<file path="config.mk">
export PLATFORM = sky130hd
export DESIGN_NAME = timer_counter
export DESIGN_NICKNAME = d
export VERILOG_FILES = /design/src/rtl/timer_pkg.sv /design/src/rtl/timer_counter.sv
export SDC_FILE = /design/constraint.sdc
export NUM_CORES = 1
export LEC_CHECK = 0
export ABC_AREA = 1
export CAP_MARGIN = 30
export CORE_MARGIN = 2
export CORE_UTILIZATION = 33
export DETAILED_ROUTE_END_ITERATION = 8
export PLACE_DENSITY = 0.54
export SLEW_MARGIN = 20
export SYNTH_ARGS = -nofsm -noshare
export SYNTH_HDL_FRONTEND = slang
export SYNTH_SLANG_ARGS = --single-unit
</file>
<file path="constraint.sdc">
create_clock -name clk -period 2.55 [get_ports clk]
set_input_delay 0.51 -clock clk [delete_from_list [all_inputs] [get_ports clk]]
set_output_delay 0.51 -clock clk [all_outputs]
set_load 0.03 [all_outputs]
</file>
<file path="src/rtl/timer_pkg.sv">
// Shared definitions for the memory-mapped countdown timer: FSM states, register
// word offsets, CTRL bit positions and mode encodings.
package timer_pkg;

  typedef enum logic [1:0] {
    StIdle = 2'd0,
    StLoad = 2'd1,
    StCnt  = 2'd2,
    StInt  = 2'd3
  } timer_state_e;

  localparam logic [1:0] RegCtrl   = 2'd0;
  localparam logic [1:0] RegPreset = 2'd1;
  localparam logic [1:0] RegCount  = 2'd2;

  localparam int unsigned CtrlEn      = 0;
  localparam int unsigned CtrlModeLsb = 1;
  localparam int unsigned CtrlModeMsb = 2;
  localparam int unsigned CtrlIm      = 3;

  localparam logic [1:0] ModeOneshot = 2'b00;
  localparam logic [1:0] ModeReload  = 2'b01;

endpackage

</file>
<file path="src/rtl/timer_counter.sv">
// Countdown timer behind the system bridge: CTRL/PRESET/COUNT registers, one-shot or
// auto-reload operation and a maskable interrupt request.
module timer_counter
  import timer_pkg::*;
(
  input  logic        clk,
  input  logic        rst_n,
  input  logic [1:0]  addr,
  input  logic        we,
  input  logic [31:0] wd,
  output logic [31:0] rd,
  output logic        irq
);

  timer_state_e state_q;
  logic [3:0]   ctrl_q;
  logic [31:0]  preset_q;
  logic [31:0]  count_q;
  logic         pending_q;

  logic en;
  logic reload;
  logic reg_wr;
  logic pend_set;
  logic pend_clr;

  assign en       = ctrl_q[CtrlEn];
  // Modes 10 and 11 fall through to one-shot behaviour.
  assign reload   = (ctrl_q[CtrlModeMsb:CtrlModeLsb] == ModeReload);
  assign reg_wr   = we && ((addr == RegCtrl) || (addr == RegPreset));
  assign pend_set = (state_q == StCnt) && en && (count_q <= 32'd1);
  assign pend_clr = (state_q == StInt) && reload;

  always_ff @(posedge clk or negedge rst_n) begin
    if (!rst_n) begin
      state_q   <= StIdle;
      ctrl_q    <= 4'd0;
      preset_q  <= 32'd0;
      count_q   <= 32'd0;
      pending_q <= 1'b0;
    end else begin
      case (state_q)
        StIdle: begin
          if (en) state_q <= StLoad;
        end
        StLoad: begin
          count_q <= preset_q;
          state_q <= StCnt;
        end
        StCnt: begin
          if (!en) begin
            state_q <= StIdle;
          end else if (count_q > 32'd1) begin
            count_q <= count_q - 32'd1;
          end else begin
            count_q <= 32'd0;
            state_q <= StInt;
          end
        end
        StInt: begin
          if (reload) begin
            state_q <= StLoad;
          end else begin
            ctrl_q[CtrlEn] <= 1'b0;
            state_q        <= StIdle;
          end
        end
        default: state_q <= StIdle;
      endcase

      // CPU writes come after the FSM so a same-cycle CTRL write overrides the EN clear.
      if (we && (addr == RegCtrl))   ctrl_q   <= wd[3:0];
      if (we && (addr == RegPreset)) preset_q <= wd;

      // A same-cycle set beats any clear so no expiry is lost.
      if (pend_set)                pending_q <= 1'b1;
      else if (reg_wr || pend_clr) pending_q <= 1'b0;
    end
  end

  always_comb begin
    rd = 32'd0;
    case (addr)
      RegCtrl:   rd = {27'd0, pending_q, ctrl_q};
      RegPreset: rd = preset_q;
      RegCount:  rd = count_q;
      default:   rd = 32'd0;
    endcase
  end

  assign irq = pending_q & ctrl_q[CtrlIm];

endmodule
</file>
After elaboration in Yosys (flattened, before gate mapping) --
Cells that the tools add are included.
Storage, ports and cells: register bits after elaboration 71, input bits 37, output and inout bits 33, word-level logic and storage cells 50
Operators by class: $add $sub $neg 1, order comparisons 2, eq/ne operators 10, multiplexer cells 14, bitwise gates (word level) 1, reduce and logical (&&, ||, !) cells 16
Operators with widths (number):
- case mux 32 bit (3 select lines) | 1
- 2-to-1 mux 32 bit | 2
- case mux 32 bit (2 select lines) | 1
- greater-than comparator 32 x 1 -> 1 bit, second input constant | 1
- <= comparator 32 x 1 -> 1 bit, second input constant | 1
- subtractor 32 x 1 -> 32 bit, second input constant | 1
- case mux 2 bit (4 select lines) | 1
- equality test 2 x 1 -> 1 bit, second input constant | 3
- equality test 2 bit, second input constant | 3
- logical AND 1 bit | 6
- 2-to-1 mux 1 bit | 6
- 2-to-1 mux 2 bit | 3
- AND reduction 2 bit | 3
- nonzero test 2 bit | 3
- logical NOT 2 bit | 2
- inequality test 2 bit, second input constant | 2
- inequality test 3 bit, second input constant | 1
- logical OR 1 bit | 2
- inequality test 2 x 1 -> 1 bit, second input constant | 1
- bitwise AND 1 bit | 1

Logic depth before layout (Yosys ltp) --
depth after elaboration 6, depth in mapped cells 10, mapped depth without buffers 10

Least setup slack after synthesis --
OpenSTA, ideal clock, no wires.
path type input to output, from in addr[0], to out rd[13], arrival time 1.557 ns, data required time 2.040 ns, path slack 0.483 ns, stages on the path 4, buffers on the path 1, path through inv_1 nand2_1 clkbuf_1 o21ai_0
Between the ends: longest elaborated chain between the ends 2, elaborated cells between the ends (all ways) 4, classes of those cells eq/ne (2); mux (1); reduce/logical (1)
Ends and longest elaborated chain:
- start, declared | RTL line timer_counter.sv:8 | input logic [1:0] addr,
- equality test 2 bit (tied with other cells) | RTL line timer_counter.sv:83 | case (addr)
- case mux 32 bit (3 select lines) * | RTL line timer_counter.sv:83
- end, declared | RTL line timer_counter.sv:11 | output logic [31:0] rd,
Mark *: on every way between the ends. The rest lies on a longest branch, timed or not.

Worst setup path in the final report --
from in addr[1], to out rd[10]
The elaborated chain is that of the path after synthesis.

==> run summary <==
Diodes inserted: 0
register area share after synthesis: 0.411
cells after synthesis: 564
unrepaired setup endpoints after global routing: no
Max Slew Vio Count: 0
max cap viols: 0
TritonCTS buffer count: 9
Post-Route Skew: 0.00619 ns
Slew headroom: 0.589
initial antenna violation count: 0
placed instance area: 0.00522 sq mm
synth-to-layout area growth: 27.9%
Fmax: 0.416 GHz
Tmin final: 2.40 ns
area taken by multi-input logic gates: 0.00224 sq mm
dpl hpwl: 8310 um
Core Box Area: 0.0127 sq mm
Worst Setup End Kind: output pin
Worst Hold Class: primary input to asynchronous set/reset pin
die area: 0.0140 sq mm
Final ANT Viol Nets: 0
largest net degree at the start of global routing: 72
Sink Count: 71
Storage cell area: 0.00178 sq mm
DRC: 0
post-cts repair resize count: 0
# setup viols final: 0
H-tree depth: 3
placer congestion estimate: 0.845
# fillers: 1335
drt wl/cell: 14.6 um
Post-Layout Inst Area: 0.00553 sq mm
static leakage: 2.40 nW
first-pass GRT wire length: 19600 um
crit-path max FO: 30
net count after synthesis: 603
R2R Setup Slk: 0.57 ns
PD cells: 1010 mW/mm^2
pin slew with the least headroom to its limit: 0.616 ns
DRT iter0 DRCs: 199
critical path class: primary input to output pin
die height: 118 um
Post-Layout Cell Count: 808
Worst setup SP type: primary input
Mapped Area: 0.00432 sq mm
Fin. Hold Viols: 0
Final nets: 671
Max VDD drop: 361 uV
Critical Path AT: 1.89 ns
syn_area_per_cell: 7.66 sq um
drt pass-1 iters: 4
I/O pin total: 70
R2R cell count: 9
I/O Buffers: 69
vias in the first global route: 3780
Total GRT Usage: 0.175
Ys Warns: 0
Clock Path Buffers: 2
cts hold-fix bufs: 0
Unique masters post-synth: 28
status: completed
post-synthesis register bit count: 71
Worst-Skew Late Latency: 0.34 ns
CTS tree: yes
placed insts: 793
Worst R2R Start: count_q[0]
GRT overflow: 0
initial core utilization: 0.340
via count: 3900
root buffer cell: clkbuf_16
die width: 118 um
vias per cell: 4.83
RR Endpoint: count_q[3]
WP data required: 2.04 ns
layout cells sized above 1: 0.167
crit share post-route: 0.942
row count: 41
Detailed Route WL: 11800 um
Reg clk slew, reported paths: 0.05 ns
# Post-CTS Setup Buffers: 0
TNS Setup: 0 ns
through the flow:
stage               total power [mW]  utilization  setup slack (ns)  hold WS, ns
global placement                4.22        0.410             0.183        0.508
CTS                             5.64        0.435             0.150        0.210
global route                    6.01        0.435            0.0745        0.228
finish                          5.60        0.435             0.148        0.190
floorplan                       3.49            -             0.483        0.214
detailed placement              4.26        0.410             0.156        0.508
metal layers:
layer  routed length [um]  share of wire  track usage
met5                    0              0            0
met4                  162          0.014       0.0491
met3                  499          0.042       0.0410
met2                 5190           0.44        0.266
met1                 5980           0.51        0.248
placed cells by master, fill, tap and decap left out, types with 26 or more instances in the layout:
| cell | instances |
|---|---|
| inv_1 | 52 |
| dfrtp_1 | 71 |
| a21oi_1 | 37 |
| buf_4 | 32 |
| nor2_1 | 82 |
| clkdlybuf4s50_1 | 36 |
| nand2_1 | 116 |
| o21ai_0 | 73 |
| nand3_1 | 26 |
cell usage after synthesis:
cell type | count | area share
nand2_1 | 116 | 0.10
nor2_1 | 82 | 0.071
o21ai_0 | 73 | 0.085
dfrtp_1 | 71 | 0.41
inv_1 | 52 | 0.045
a21oi_1 | 37 | 0.043
nand3_1 | 26 | 0.030
mux2_1 | 14 | 0.036
mux2_2 | 14 | 0.036
clkbuf_1 | 13 | 0.011
nand3_2 | 11 | 0.025
nor2_2 | 10 | 0.014
xor2_1 | 10 | 0.020
nand2_2 | 5 | 0.0072
buf_2 | 4 | 0.0046
nor2_4 | 4 | 0.010
o211ai_1 | 4 | 0.0069
buf_6 | 3 | 0.0078
nand4_1 | 3 | 0.0043
ha_1 | 2 | 0.0058
nand2_4 | 2 | 0.0052
nor2_8 | 2 | 0.0093
a21oi_2 | 1 | 0.0020
buf_1 | 1 | 0.00087
inv_2 | 1 | 0.00087
nor3_1 | 1 | 0.0012
o21ai_1 | 1 | 0.0012
o32ai_1 | 1 | 0.0020
layout make-up:
| cell class | count | area share |
|---|---|---|
| Multi-Input combinational cell | 419 | 0.405 |
| Sequential cell | 71 | 0.321 |
| Timing Repair Buffer | 78 | 0.142 |
| Clock buffer | 11 | 0.0439 |
| Tap cell | 172 | 0.0389 |
| Inverter | 53 | 0.0360 |
| Clock inverter | 4 | 0.0127 |
how the worst max path moves through the flow:
stage                       start  cells after the start      to
after floorplan           addr[0]                      4  rd[13]
after global placement    addr[1]                      5  rd[27]
after detailed placement  addr[1]                      5  rd[27]
after CTS                 addr[1]                      5  rd[25]
after global routing      addr[1]                      5  rd[25]
final                     addr[1]                      5  rd[10]
registers in the layout (all words and copies together), names as in the netlist:
name	cells
ctrl_q	4
count_q	32
preset_q	32
pending_q	1
state_q	2
power breakdown:
part / leakage [nW] / internal (mW) / switching, mW
Clock: 0.155 / 0.874 / 0.473
Sequential: 0.832 / 1.52 / 0.467
Combinational: 1.41 / 0.862 / 1.40
kinds of logic after synthesis:
| kind of cell | count (synthesis) | synth area share |
|---|---|---|
| buffers and inverters | 74 | 0.0706 |
| multiplexers | 28 | 0.0730 |
| flip-flops | 71 | 0.411 |
| adder cells (fa/ha/maj) | 2 | 0.00579 |
| AO/OA/AOI/OAI | 117 | 0.140 |
| AND/OR/NAND/NOR | 262 | 0.280 |
| XOR/XNOR | 10 | 0.0203 |
critical path: stages:
cell             delay (ns)
clkdlybuf4s50_1        0.57
nand2_1                0.12
buf_12                 0.18
o21ai_0                0.28
buf_4                  0.22
(Power assumes the default switching activity.)
